--- config.mk ---
export PLATFORM = sky130hd
export DESIGN_NAME = audio_pwm_engine
export DESIGN_NICKNAME = d
export VERILOG_FILES = /design/src/rtl/audio_pwm_engine.sv
export SDC_FILE = /design/constraint.sdc
export NUM_CORES = 1
export LEC_CHECK = 0
export ABC_AREA = 1
export ABC_CLOCK_PERIOD_IN_PS = 1400
export CAP_MARGIN = 25
export CORE_MARGIN = 4
export CORE_UTILIZATION = 47
export CTS_CLUSTER_SIZE = 24
export DETAILED_ROUTE_END_ITERATION = 8
export HOLD_SLACK_MARGIN = 0.03
export MAX_ROUTING_LAYER = met4
export PLACE_DENSITY = 0.83
export SYNTH_ARGS = -nofsm -noshare
export SYNTH_HDL_FRONTEND = slang
export SYNTH_SLANG_ARGS = --single-unit
--- constraint.sdc ---
create_clock -name clk -period 1.4 [get_ports clk]
set_input_delay 0.14 -clock clk [delete_from_list [all_inputs] [get_ports clk]]
set_output_delay 0.14 -clock clk [all_outputs]
set_load 0.05 [all_outputs]
--- src/rtl/audio_pwm_engine.sv ---
// Audio PWM playback engine: unpacks FIFO words into one PWM duty value per period.
// Optional volume scaling is compiled in when AUDIO_PWM_ENGINE_VOLUME_EN is defined.
module audio_pwm_engine #(
  parameter int unsigned SAMPLE_W         = 8,
  parameter int unsigned SAMPLES_PER_WORD = 4,
  parameter int unsigned FIFO_DATA_WIDTH  = 32
) (
  input  logic                       clk,
  input  logic                       rstn,
  input  logic                       aud_en,
`ifdef AUDIO_PWM_ENGINE_VOLUME_EN
  input  logic [3:0]                 aud_vol,
`endif
  input  logic [FIFO_DATA_WIDTH-1:0] fifo_rd_data,
  input  logic                       fifo_empty,
  output logic                       fifo_rd_en,
  input  logic                       underflow_clr,
  output logic                       aud_pwm,
  output logic                       underflow,
  output logic                       busy
);

  localparam int unsigned SLOT_W = (SAMPLES_PER_WORD > 1) ? $clog2(SAMPLES_PER_WORD) : 1;
  localparam logic [SAMPLE_W-1:0] MIDSCALE  = SAMPLE_W'(1) << (SAMPLE_W - 1);
  localparam logic [SAMPLE_W-1:0] COUNT_MAX = {SAMPLE_W{1'b1}};
  localparam logic [SLOT_W-1:0]   LAST_SLOT = SLOT_W'(SAMPLES_PER_WORD - 1);

  if (FIFO_DATA_WIDTH != SAMPLE_W * SAMPLES_PER_WORD) begin : g_bad_width
    $error("audio_pwm_engine: FIFO_DATA_WIDTH must equal SAMPLE_W*SAMPLES_PER_WORD");
  end

  typedef enum logic {
    IDLE = 1'b0,
    RUN  = 1'b1
  } state_t;

  state_t                     state, state_d;
  logic [SAMPLE_W-1:0]        count, count_d;
  logic [SAMPLE_W-1:0]        duty, duty_d;
  logic [SLOT_W-1:0]          slot, slot_d;
  logic [FIFO_DATA_WIDTH-1:0] word, word_d;
  logic                       underflow_d;
  logic                       pwm_d;
  logic                       period_end;
  logic                       uf_event;

  // Select one sample of a packed word; slot 0 lives in the LSBs.
  function automatic logic [SAMPLE_W-1:0] slot_sample(input logic [FIFO_DATA_WIDTH-1:0] w,
                                                      input logic [SLOT_W-1:0] idx);
    logic [SAMPLE_W-1:0] s;
    s = '0;
    for (int unsigned i = 0; i < SAMPLES_PER_WORD; i++) begin
      if (idx == SLOT_W'(i)) s = w[i*SAMPLE_W +: SAMPLE_W];
    end
    return s;
  endfunction

  // Sample to duty conversion, applied once when the duty register loads.
  function automatic logic [SAMPLE_W-1:0] to_duty(input logic [SAMPLE_W-1:0] s);
`ifdef AUDIO_PWM_ENGINE_VOLUME_EN
    logic [SAMPLE_W+3:0] prod;
    prod = (SAMPLE_W+4)'(s) * (SAMPLE_W+4)'({1'b0, aud_vol} + 5'd1);
    return SAMPLE_W'(prod >> 4);
`else
    return s;
`endif
  endfunction

  assign busy = (state == RUN);

  // State and datapath registers.
  always_ff @(posedge clk or negedge rstn) begin
    if (!rstn) begin
      state     <= IDLE;
      count     <= '0;
      slot      <= '0;
      duty      <= MIDSCALE;
      word      <= '0;
      aud_pwm   <= 1'b0;
      underflow <= 1'b0;
    end else begin
      state     <= state_d;
      count     <= count_d;
      slot      <= slot_d;
      duty      <= duty_d;
      word      <= word_d;
      aud_pwm   <= pwm_d;
      underflow <= underflow_d;
    end
  end

  // Next-state, period bookkeeping and the FWFT pop strobe.
  always_comb begin
    state_d    = state;
    count_d    = '0;
    slot_d     = slot;
    duty_d     = duty;
    word_d     = word;
    fifo_rd_en = 1'b0;
    uf_event   = 1'b0;
    period_end = (count == COUNT_MAX);

    case (state)
      IDLE: begin
        if (aud_en) begin
          state_d = RUN;
          slot_d  = LAST_SLOT;
          duty_d  = MIDSCALE;
        end
      end
      RUN: begin
        count_d = count + SAMPLE_W'(1);
        if (period_end) begin
          if (!aud_en) begin
            state_d = IDLE;
          end else if (slot == LAST_SLOT) begin
            slot_d = '0;
            if (!fifo_empty) begin
              fifo_rd_en = 1'b1;
              word_d     = fifo_rd_data;
              duty_d     = to_duty(fifo_rd_data[SAMPLE_W-1:0]);
            end else begin
              uf_event = 1'b1;
              word_d   = {SAMPLES_PER_WORD{MIDSCALE}};
              duty_d   = to_duty(MIDSCALE);
            end
          end else begin
            slot_d = slot + SLOT_W'(1);
            duty_d = to_duty(slot_sample(word, slot + SLOT_W'(1)));
          end
        end
      end
      default: state_d = IDLE;
    endcase

    // A new underflow event takes priority over a clear in the same cycle.
    underflow_d = uf_event | (underflow & ~underflow_clr);
    pwm_d       = (state == RUN) && (count < duty);
  end

endmodule
---- Word level (Yosys, flattened, before mapping) ----
Index checks and enable logic that the tools add are counted.
Widths: inputs -> output; s select.
storage, ports and cells
  register bits after elaboration ......... 53
  word-level logic and storage cells ...... 56
  input bits .............................. 37
  output and inout port bits .............. 4
cells by class
  mux-type cells .......................... 30
  equal/unequal tests ..................... 8
  $lt $le $gt $ge ......................... 1
  reduce and logical (&&, ||, !) cells .... 4
  $add $sub $neg .......................... 2
  bitwise logic cells ..................... 4
operators by type and width
  cell                 number
  $mux 8               10
  $mux 32              1
  $pmux 8 s2           1
  $mux 1               12
  $add 8x1->8 const B  1
  $eq 8x8->1 const B   1
  $lt 8x8->1           1
  $mux 2               4
  $eq 2x2->1 const B   3
  $ne 2x2->1 const B   2
  $pmux 2 s2           1
  $reduce_and 4->1     1
  $reduce_and 3->1     1
  $add 2x1->2 const B  1
  $eq 2x1->1 const B   1
  $logic_not 2->1      1
  $ne 2x1->1 const B   1
  $not 1->1            2
  $pmux 1 s2           1
  $and 1x1->1          1
  $logic_and 1x1->1    1
  $or 1x1->1           1

---- Depth between registers and ports, before layout ----
Gate-level depths: netlist of the first run.
  word-level depth ........................ 10
  mapped depth ............................ 10
  depth with buffers taken out ............ 9

---- Worst setup path after synthesis of the first run ----
No wires, ideal clock.
  kind .................................... reg-to-output
  start point ............................. reg state (netlist: busy)
  end point ............................... out fifo_rd_en
  arrival ................................. 2.454 ns
  buffers on the path ..................... 1
  required time ........................... 1.260 ns
  stages on the path, launching flop included .. 4
  path slack .............................. -1.194 ns
  cell sequence ........................... dfrtp_1 buf_4 nand2_2 nor4_1
between the ends
  cells in the longest elaborated chain, start to end .. 1
RTL lines
  element                 RTL line  RTL
  from (decl)             37        state_t state, state_d;
  from (signal assigned)  82        state <= state_d;
  $mux 1                  103       case (state)
  to (decl)               16        output logic fifo_rd_en,
Every way passes these cells.

---- Worst setup path after layout of the first run ----
  start point ............................. reg count[1]
  end point ............................... out fifo_rd_en
between the ends
  cells in the longest elaborated chain, start to end .. 3
RTL lines
  element                 RTL line  RTL
  from (decl)             38        logic [SAMPLE_W-1:0] count, count_d;
  from (signal assigned)  83        count <= count_d;
  $eq 8x8->1              101       period_end = (count == COUNT_MAX);
  $mux 1                  113       if (period_end) begin
  $mux 1                  103
Every way passes these cells.

==> results of run 1 <==
cells by family (layout without fill, tap and decap cells):
logic type,after synthesis,in the layout
buf+inv,41,110
compound gates,43,43
simple gates,176,176
flops,45,45
fa+ha+maj,12,12
final cells by class:
cell class	count	area, um^2	share of cell area (%)
Multi-Input combinational cell	231	1340	38.1
Sequential cell	45	1130	32.1
Timing Repair Buffer	74	768	21.8
Inverter	28	113	3.20
Tap cell	67	83.8	2.38
Clock buffer	7	76.3	2.17
Clock inverter	1	7.51	0.213
routing by layer:
metal | vias to the layer above | part of all wire, %
li1 | 1128 | -
met1 | 1083 | 39
met2 | 59 | 54
met3 | 15 | 4.2
met4 | 0 | 2.3
met5 | - | 0
critical path, cell delays in order, from the launching register on:
cell	delay, ns
sky130_fd_sc_hd__dfrtp_1	0.36
sky130_fd_sc_hd__ha_2	0.19
sky130_fd_sc_hd__nand2_2	0.07
sky130_fd_sc_hd__nor2_4	0.15
sky130_fd_sc_hd__nand2_4	0.09
sky130_fd_sc_hd__nor4_4	0.19
sky130_fd_sc_hd__buf_12	0.18
timing repair:
action | in CTS | in global routing
hold endpoints to repair | 20 | 0
endpoints found under the setup margin | 31 | 37
resized for setup | 30 | 47
pin swaps | 7 | 16
gates cloned | 2 | 1
hold buffers | 1 | 0
buffers inserted | 7 | 7
flip-flops by register name, summed over array words and instances, names as in the netlist:
name and count:
aud_pwm 1, busy 1, count 8, duty 8, slot 2, underflow 1, word 24
worst paths after layout:
path / from / end / slack (ns) / cells past startpoint
hold reg to reg: word[21] / word[21] / 0.49 / 2
max in group asynchronous: rstn / word[26] / 0.49 / 3
min in group clk: fifo_rd_data[19] / word[19] / 0.36 / 3
setup / recovery: count[1] / fifo_rd_en / -0.27 / 6
setup reg to reg: count[1] / word[16] / -0.24 / 11
hold / removal: rstn / aud_pwm / 0.34 / 2
synth_stat cells (all sizes together):
| master | n | share of area [%] |
|---|---|---|
| a21oi | 26 | 5.3 |
| buf | 11 | 3.1 |
| clkbuf | 2 | 0.31 |
| clkinv | 1 | 0.15 |
| dfrtp | 44 | 45 |
| dfstp | 1 | 1.1 |
| ha | 12 | 6.1 |
| inv | 27 | 4.1 |
| nand2 | 141 | 23 |
| nand3 | 13 | 3.2 |
| nand4 | 1 | 0.26 |
| nor2 | 17 | 3.6 |
| nor3 | 3 | 0.61 |
| nor4 | 1 | 0.26 |
| o21a | 1 | 0.31 |
| o21ai | 15 | 3.4 |
| o22ai | 1 | 0.26 |
power breakdown:
group	internal [W]	switching [W]
registers	0.00130	0.0000000000000000000359
logic	0.000104	0.0000689
clock network	0.000354	0.000452
total	0.00176	0.000521
metrics by stage:
| stage | hold slack, ns | instances | setup TNS (ns) | utilization [%] |
|---|---|---|---|---|
| 4_1_cts | 0.356 | 449 | -5.19 | 68.4 |
| 5_1_grt | 0.374 | 453 | -9.86 | 72.2 |
| 6_report | 0.338 | 453 | -6.57 | 72.2 |
| 2_1_floorplan | -0.156 | 317 | -0.161 | - |
| 3_3_place_gp | 0.135 | 431 | -0.975 | 62.3 |
| 3_5_place_dp | 0.140 | 431 | -1.57 | 62.3 |
==> summary.log, run 1 <==
qor: outcome.run_status finished with violations
qor: outcome.failed_checks negative setup slack
qor: placed_design.dp_slack -0.0752 ns
qor: clock_tree.htreeDepth 2
qor: synthesis.post_synthesis_instance_area 0.00244 mm^2
qor: drt.drc 0
qor: timing.min_period_over_period 119%
qor: timing.layout_min_cycle_time 1.67 ns
qor: timing.final_hold_viol_count 0
qor: clock_tree.clk_pin_slew 0.08 ns
qor: critical_path.max_fo_critical_path 4
qor: floorplan.io_pins 41
qor: global_routing.via_count_of_the_first_global_routing_pass 2198
qor: floorplan.die_width 80.1 um
qor: global_routing.groute.layer.met3.usage 4.04%
qor: synthesis.synth_simple_gate_area_share 30.7%
qor: synthesis.post_synth_num_cell_types 26
qor: clock_tree.cts_root_buf sky130_fd_sc_hd__clkbuf_8
qor: cells_and_area.antenna_fix_cells 0
qor: floorplan.placementRows 25
qor: synthesis.synth.yosys.seq_area_share 46.1%
qor: timing.maxSlewViolCount 0
qor: min_path.min_path_type in -> async
qor: global_routing.antenna_found_initial 0
qor: synthesis.synth_top_family_by_area simple AND/OR/NAND/NOR gates
qor: floorplan.core 0.00488 mm^2
qor: critical_path.startpoint_to_endpoint_class_of_the_critical_path reg -> out
qor: critical_path.crit_required 1.26 ns
qor: cells_and_area.leading_cell_type_in_the_layout_fill_and_taps_excluded sky130_fd_sc_hd__nand2_1
qor: pwr.leakagePower 1.78 nW
qor: critical_path.critPathCaptureType primary output
qor: synthesis.postSynthRegisterBits 45
qor: synthesis.synth.mux.area_fraction 0%
qor: cells_and_area.design.final.nets 434
qor: clock_tree.cts_buffers 5
qor: pwr.power 0.00228 W
qor: cells_and_area.drive_above_1_share 25.4%
qor: cells_and_area.area.growth.synth_to_final 44.2%
qor: global_routing.top_usage_layer_grt met2
qor: timing.fin_skew 0.00389 ns
qor: timing.slew_headroom 65.5%
qor: cells_and_area.num-fill-cells 365
qor: global_routing.globalRouteOverflowTotal 0
qor: synthesis.synthCells 317
qor: clock_tree.tritoncts done
qor: drt.detail-route-antenna-nets 0
qor: drt.vias 2285
qor: drt.drt-wirelength-per-cell 13.9 um
qor: clock_tree.cts-root-to-sink-buffers 2
qor: synthesis.xor_xnor_fraction_of_synth_area 0%
qor: global_routing.grt.met2_usage 34.3%
qor: global_routing.grt_start_max_net_pins 24
qor: placed_design.place_area 0.00304 mm^2
qor: floorplan.initial_cell_density_of_the_core 50.1%
qor: cells_and_area.final_cell_area 0.00352 mm^2
qor: placed_design.port-buffer-count 40
qor: floorplan.die-area 0.00642 mm^2
qor: synthesis.yosys.area_share.adder 6.14%
qor: drt.route.detailed.vias_per_inst 5.04
qor: cells_and_area.leading_cell_types_in_the_layout_fill_and_taps_excluded sky130_fd_sc_hd__nand2_1 (117), sky130_fd_sc_hd__dfrtp_1 (40), sky130_fd_sc_hd__clkdlybuf4s50_1 (35)
qor: synthesis.synth_area_in_compound_gates 9.27%
qor: run.drv_cap 0
qor: placed_design.gp_routability_congestion 0.833
qor: pwr.worst_ir_drop_vdd 0.000591 V
qor: global_routing.grt_resource_usage_total 19.6%
qor: global_routing.grt_first_pass_wirelength 9.49 mm
qor: floorplan.die_height 80.1 um
qor: timing.setup-violations-final 36
qor: timing.rsz0062_at_grt true
qor: timing.max_slew.worst_pin.slew 0.517 ns
qor: pwr.power_density 646 mW/mm^2
qor: timing.final.setup.worst_slack -0.269 ns
qor: global_routing.grt.met1_usage 22.7%
qor: critical_path.worstSetupStartpointType flip-flop
qor: synthesis.postSynthNetCount 366
qor: placed_design.dp_hpwl 3.90 mm
qor: clock_tree.clock_latency 0.30 ns
qor: critical_path.arrival 1.53 ns
qor: drt.first_pass_iters 5
qor: drt.drt_iter0_drc 122
qor: synthesis.synthesis.yosys.warnings 0
qor: timing.max_clock_freq 599 MHz
qor: clock_tree.cts_num_sinks 45
qor: drt.finalWirelength 6.31 mm
qor: synthesis.syn-mean-instance-area 7.71 um^2
Note: power is estimated with default switching activity, not from simulation.
==> run 2, diff against run 1 <==
--- a/config.mk
+++ b/config.mk
@@ -9,12 +9,13 @@
 export ABC_CLOCK_PERIOD_IN_PS = 1400
 export CAP_MARGIN = 25
 export CORE_MARGIN = 4
-export CORE_UTILIZATION = 47
+export CORE_UTILIZATION = 35
 export CTS_CLUSTER_SIZE = 24
 export DETAILED_ROUTE_END_ITERATION = 8
 export HOLD_SLACK_MARGIN = 0.03
 export MAX_ROUTING_LAYER = met4
-export PLACE_DENSITY = 0.83
+export PLACE_DENSITY = 0.67
+export SLEW_MARGIN = 20
 export SYNTH_ARGS = -nofsm -noshare
 export SYNTH_HDL_FRONTEND = slang
 export SYNTH_SLANG_ARGS = --single-unit
==> summary.log, run 2 (synthesized netlist as in run 1, its figures left out) <==
qor: outcome.run_status finished with violations
qor: outcome.failed_checks negative setup slack
qor: clock_tree.tritoncts done
qor: drt.finalWirelength 7.32 mm [+16%]
qor: timing.final_hold_viol_count 0 [unchanged]
qor: cells_and_area.leading_cell_type_in_the_layout_fill_and_taps_excluded sky130_fd_sc_hd__nand2_1
qor: cells_and_area.area.growth.synth_to_final 59.9%
qor: floorplan.initial_cell_density_of_the_core 36.0% [-14 points]
qor: cells_and_area.final_cell_area 0.00391 mm^2 [+11%]
qor: cells_and_area.drive_above_1_share 35.9% [+11 points]
qor: floorplan.io_pins 41 [unchanged]
qor: floorplan.placementRows 30 [+20%]
qor: timing.setup-violations-final 37 [+2.8%]
qor: pwr.power_density 645 mW/mm^2 [-0.14%]
qor: global_routing.globalRouteOverflowTotal 0 [unchanged]
qor: cells_and_area.largest_register_ff_count 24 [unchanged]
qor: clock_tree.htreeDepth 2 [unchanged]
qor: cells_and_area.largest-register word
qor: clock_tree.cts_buffers 5 [unchanged]
qor: timing.maxSlewViolCount 0 [unchanged]
qor: timing.final.setup.worst_slack -0.286 ns [-0.0175 ns]
qor: global_routing.grt_resource_usage_total 16.1% [-3.5 points]
qor: timing.max_clock_freq 593 MHz [-1.0%]
qor: cells_and_area.antenna_fix_cells 0 [unchanged]
qor: drt.detail-route-antenna-nets 0 [unchanged]
qor: timing.worst_hold_slack 0.291 ns [-0.0467 ns]
qor: drt.drc 0 [unchanged]
qor: pwr.power 0.00252 W [+11%]
qor: critical_path.critPathCaptureType flip-flop
qor: timing.slew_headroom 73.3% [+7.7 points]
qor: placed_design.place_area 0.00311 mm^2 [+2.3%]
qor: clock_tree.cts_num_sinks 45 [unchanged]
qor: critical_path.startpoint_of_the_worst_register_to_register_path count[1]
qor: clock_tree.clk_pin_slew 0.08 ns [about the same]
qor: drt.drt_iter0_drc 152 [+25%]
qor: cells_and_area.reg_top3 word: 24 flops, count: 8 flops, duty: 8 flops
qor: critical_path.crit_required 1.64 ns [+0.38 ns]
qor: floorplan.die-area 0.00838 mm^2 [+31%]
qor: timing.min_period_over_period 120% [+1.2 points]
qor: min_path.min_path_type in -> async
qor: critical_path.max_fo_critical_path 5 [+1]
qor: pwr.leakagePower 1.85 nW [+4.3%]
qor: cells_and_area.leading_cell_types_in_the_layout_fill_and_taps_excluded sky130_fd_sc_hd__nand2_1 (90), sky130_fd_sc_hd__dfrtp_1 (42), sky130_fd_sc_hd__clkdlybuf4s50_1 (35)
qor: timing.rsz0062_at_grt true
qor: critical_path.worstSetupStartpointType flip-flop
qor: critical_path.worstReg2RegEnd word[14]
qor: drt.first_pass_iters 4 [-1]
qor: placed_design.dp_hpwl 4.14 mm [+6.1%]
qor: critical_path.timing.reg2reg.setup_slack -0.29 ns [-0.05 ns]
qor: critical_path.r2r.worst_path.cells 10 [-1]
qor: timing.max_slew.worst_pin.slew 0.401 ns [-0.116 ns]
qor: floorplan.die_width 91.6 um [+14%]
qor: pwr.worst_ir_drop_vdd 0.000440 V [-26%]
qor: clock_tree.cts-root-to-sink-buffers 2 [unchanged]
qor: clock_tree.cts_root_buf sky130_fd_sc_hd__clkbuf_8
qor: timing.layout_min_cycle_time 1.69 ns [+0.0175 ns]
qor: placed_design.port-buffer-count 40 [unchanged]
qor: drt.vias 2371 [+3.8%]
qor: critical_path.arrival 1.93 ns [+0.40 ns]
qor: global_routing.grt_first_pass_wirelength 10.5 mm [+11%]
qor: global_routing.grt_start_max_net_pins 31 [+29%]
qor: timing.fin_skew 0.00540 ns [+0.00151 ns]
qor: cells_and_area.design.final.nets 443 [+2.1%]
qor: clock_tree.clock_latency 0.30 ns [about the same]
qor: run.drv_cap 0 [unchanged]
qor: drt.route.detailed.vias_per_inst 4.83 [-4.3%]
qor: drt.drt-wirelength-per-cell 14.9 um [+7.1%]
qor: global_routing.antenna_found_initial 0 [unchanged]
qor: critical_path.startpoint_to_endpoint_class_of_the_critical_path reg -> reg
qor: global_routing.via_count_of_the_first_global_routing_pass 2303 [+4.8%]
qor: floorplan.die_height 91.6 um [+14%]
qor: placed_design.gp_routability_congestion 0.789 [-5.2%]
qor: timing.tns -6.00 ns [+0.566 ns]
qor: floorplan.core 0.00679 mm^2 [+39%]
run 2: cell count changes in the layout (fill, tap and decap cells not counted), moves of 3 or more:
cell	before	now
sky130_fd_sc_hd__buf_16	1	4
sky130_fd_sc_hd__buf_4	23	27
sky130_fd_sc_hd__inv_1	23	20
sky130_fd_sc_hd__nand2_1	117	90
sky130_fd_sc_hd__nand2_2	14	28
sky130_fd_sc_hd__nand2_4	9	22
run 2: cell type report:
class | count | area (um^2)
multi-input combinational | 233 | 1550
tap | 96 | 120
sequential | 45 | 1130
clock inverter | 1 | 30.0
fill | 583 | 2890
clock buffer | 7 | 86.3
inverter | 28 | 121
timing repair buffer | 81 | 872
run 2: repair_timing:
| action | 4_1_cts | 5_1_grt |
|---|---|---|
| gates resized for setup | 38 | 93 |
| endpoints found under the hold margin | 15 | 0 |
| buffers inserted | 7 | 10 |
| setup endpoints to repair | 31 | 37 |
| pin swaps | 9 | 37 |
| gates cloned | 5 | 3 |
| hold buffers | 1 | 0 |
run 2: worst max path at each step:
| stage | startpoint | to | slack [ns] | cells after the start |
|---|---|---|---|---|
| 3_5_place_dp | aud_en | word[10] | -0.09 | 8 |
| 3_3_place_gp | aud_en | word[30] | -0.07 | 8 |
| 6_report | count[1] | word[14] | -0.29 | 10 |
| 5_1_grt | count[1] | fifo_rd_en | -0.36 | 6 |
| 4_1_cts | count[1] | fifo_rd_en | -0.31 | 6 |
| 2_1_floorplan | count[0] | fifo_rd_en | -0.16 | 5 |
run 2: per-layer routing:
layer  GRT usage [%]  up-vias  wire length (um)
met3            3.65       21               296
li1                -     1157                 -
met4            5.65        0               254
met1            17.7     1132              2760
met5               -        -                 0
met2            28.5       61              4010
run 2: report_power, final:
part / switching, W / internal, W / leakage, nW
clock: 0.000454 / 0.000582 / 0.0585
combinational: 0.0000772 / 0.000110 / 1.21
sequential: 0.0000000000000000000288 / 0.00130 / 0.588
run 2: through the flow:
step | worst slack [ns] | utilization [%] | instances
final | -0.286 | 57.5 | 491
after global routing | -0.356 | 57.5 | 491
after CTS | -0.315 | 52.1 | 482
after detailed placement | -0.0925 | 45.7 | 461
after global placement | -0.0670 | 45.7 | 461
after floorplan | -0.161 | - | 317
run 2: worst max-delay path, cell delays in order, from the launching register on:
cell and delay (ns):
sky130_fd_sc_hd__dfrtp_1 0.37, sky130_fd_sc_hd__ha_2 0.20, sky130_fd_sc_hd__nand2_2 0.07, sky130_fd_sc_hd__nor2_4 0.16
sky130_fd_sc_hd__buf_6 0.14, sky130_fd_sc_hd__nand3_4 0.10, sky130_fd_sc_hd__nor2_4 0.20, sky130_fd_sc_hd__buf_6 0.14
sky130_fd_sc_hd__buf_16 0.11, sky130_fd_sc_hd__nand2_2 0.05, sky130_fd_sc_hd__nand2_2 0.07
==> run 3, diff against run 2 <==
--- a/config.mk
+++ b/config.mk
@@ -9,12 +9,12 @@
 export ABC_CLOCK_PERIOD_IN_PS = 1400
 export CAP_MARGIN = 25
 export CORE_MARGIN = 4
-export CORE_UTILIZATION = 35
+export CORE_UTILIZATION = 47
 export CTS_CLUSTER_SIZE = 24
 export DETAILED_ROUTE_END_ITERATION = 8
 export HOLD_SLACK_MARGIN = 0.03
 export MAX_ROUTING_LAYER = met4
-export PLACE_DENSITY = 0.67
+export PLACE_DENSITY = 0.83
 export SLEW_MARGIN = 20
 export SYNTH_ARGS = -nofsm -noshare
 export SYNTH_HDL_FRONTEND = slang
==> results of run 3 <==
Final layout, timing and power as in run 1 (identical DEF).
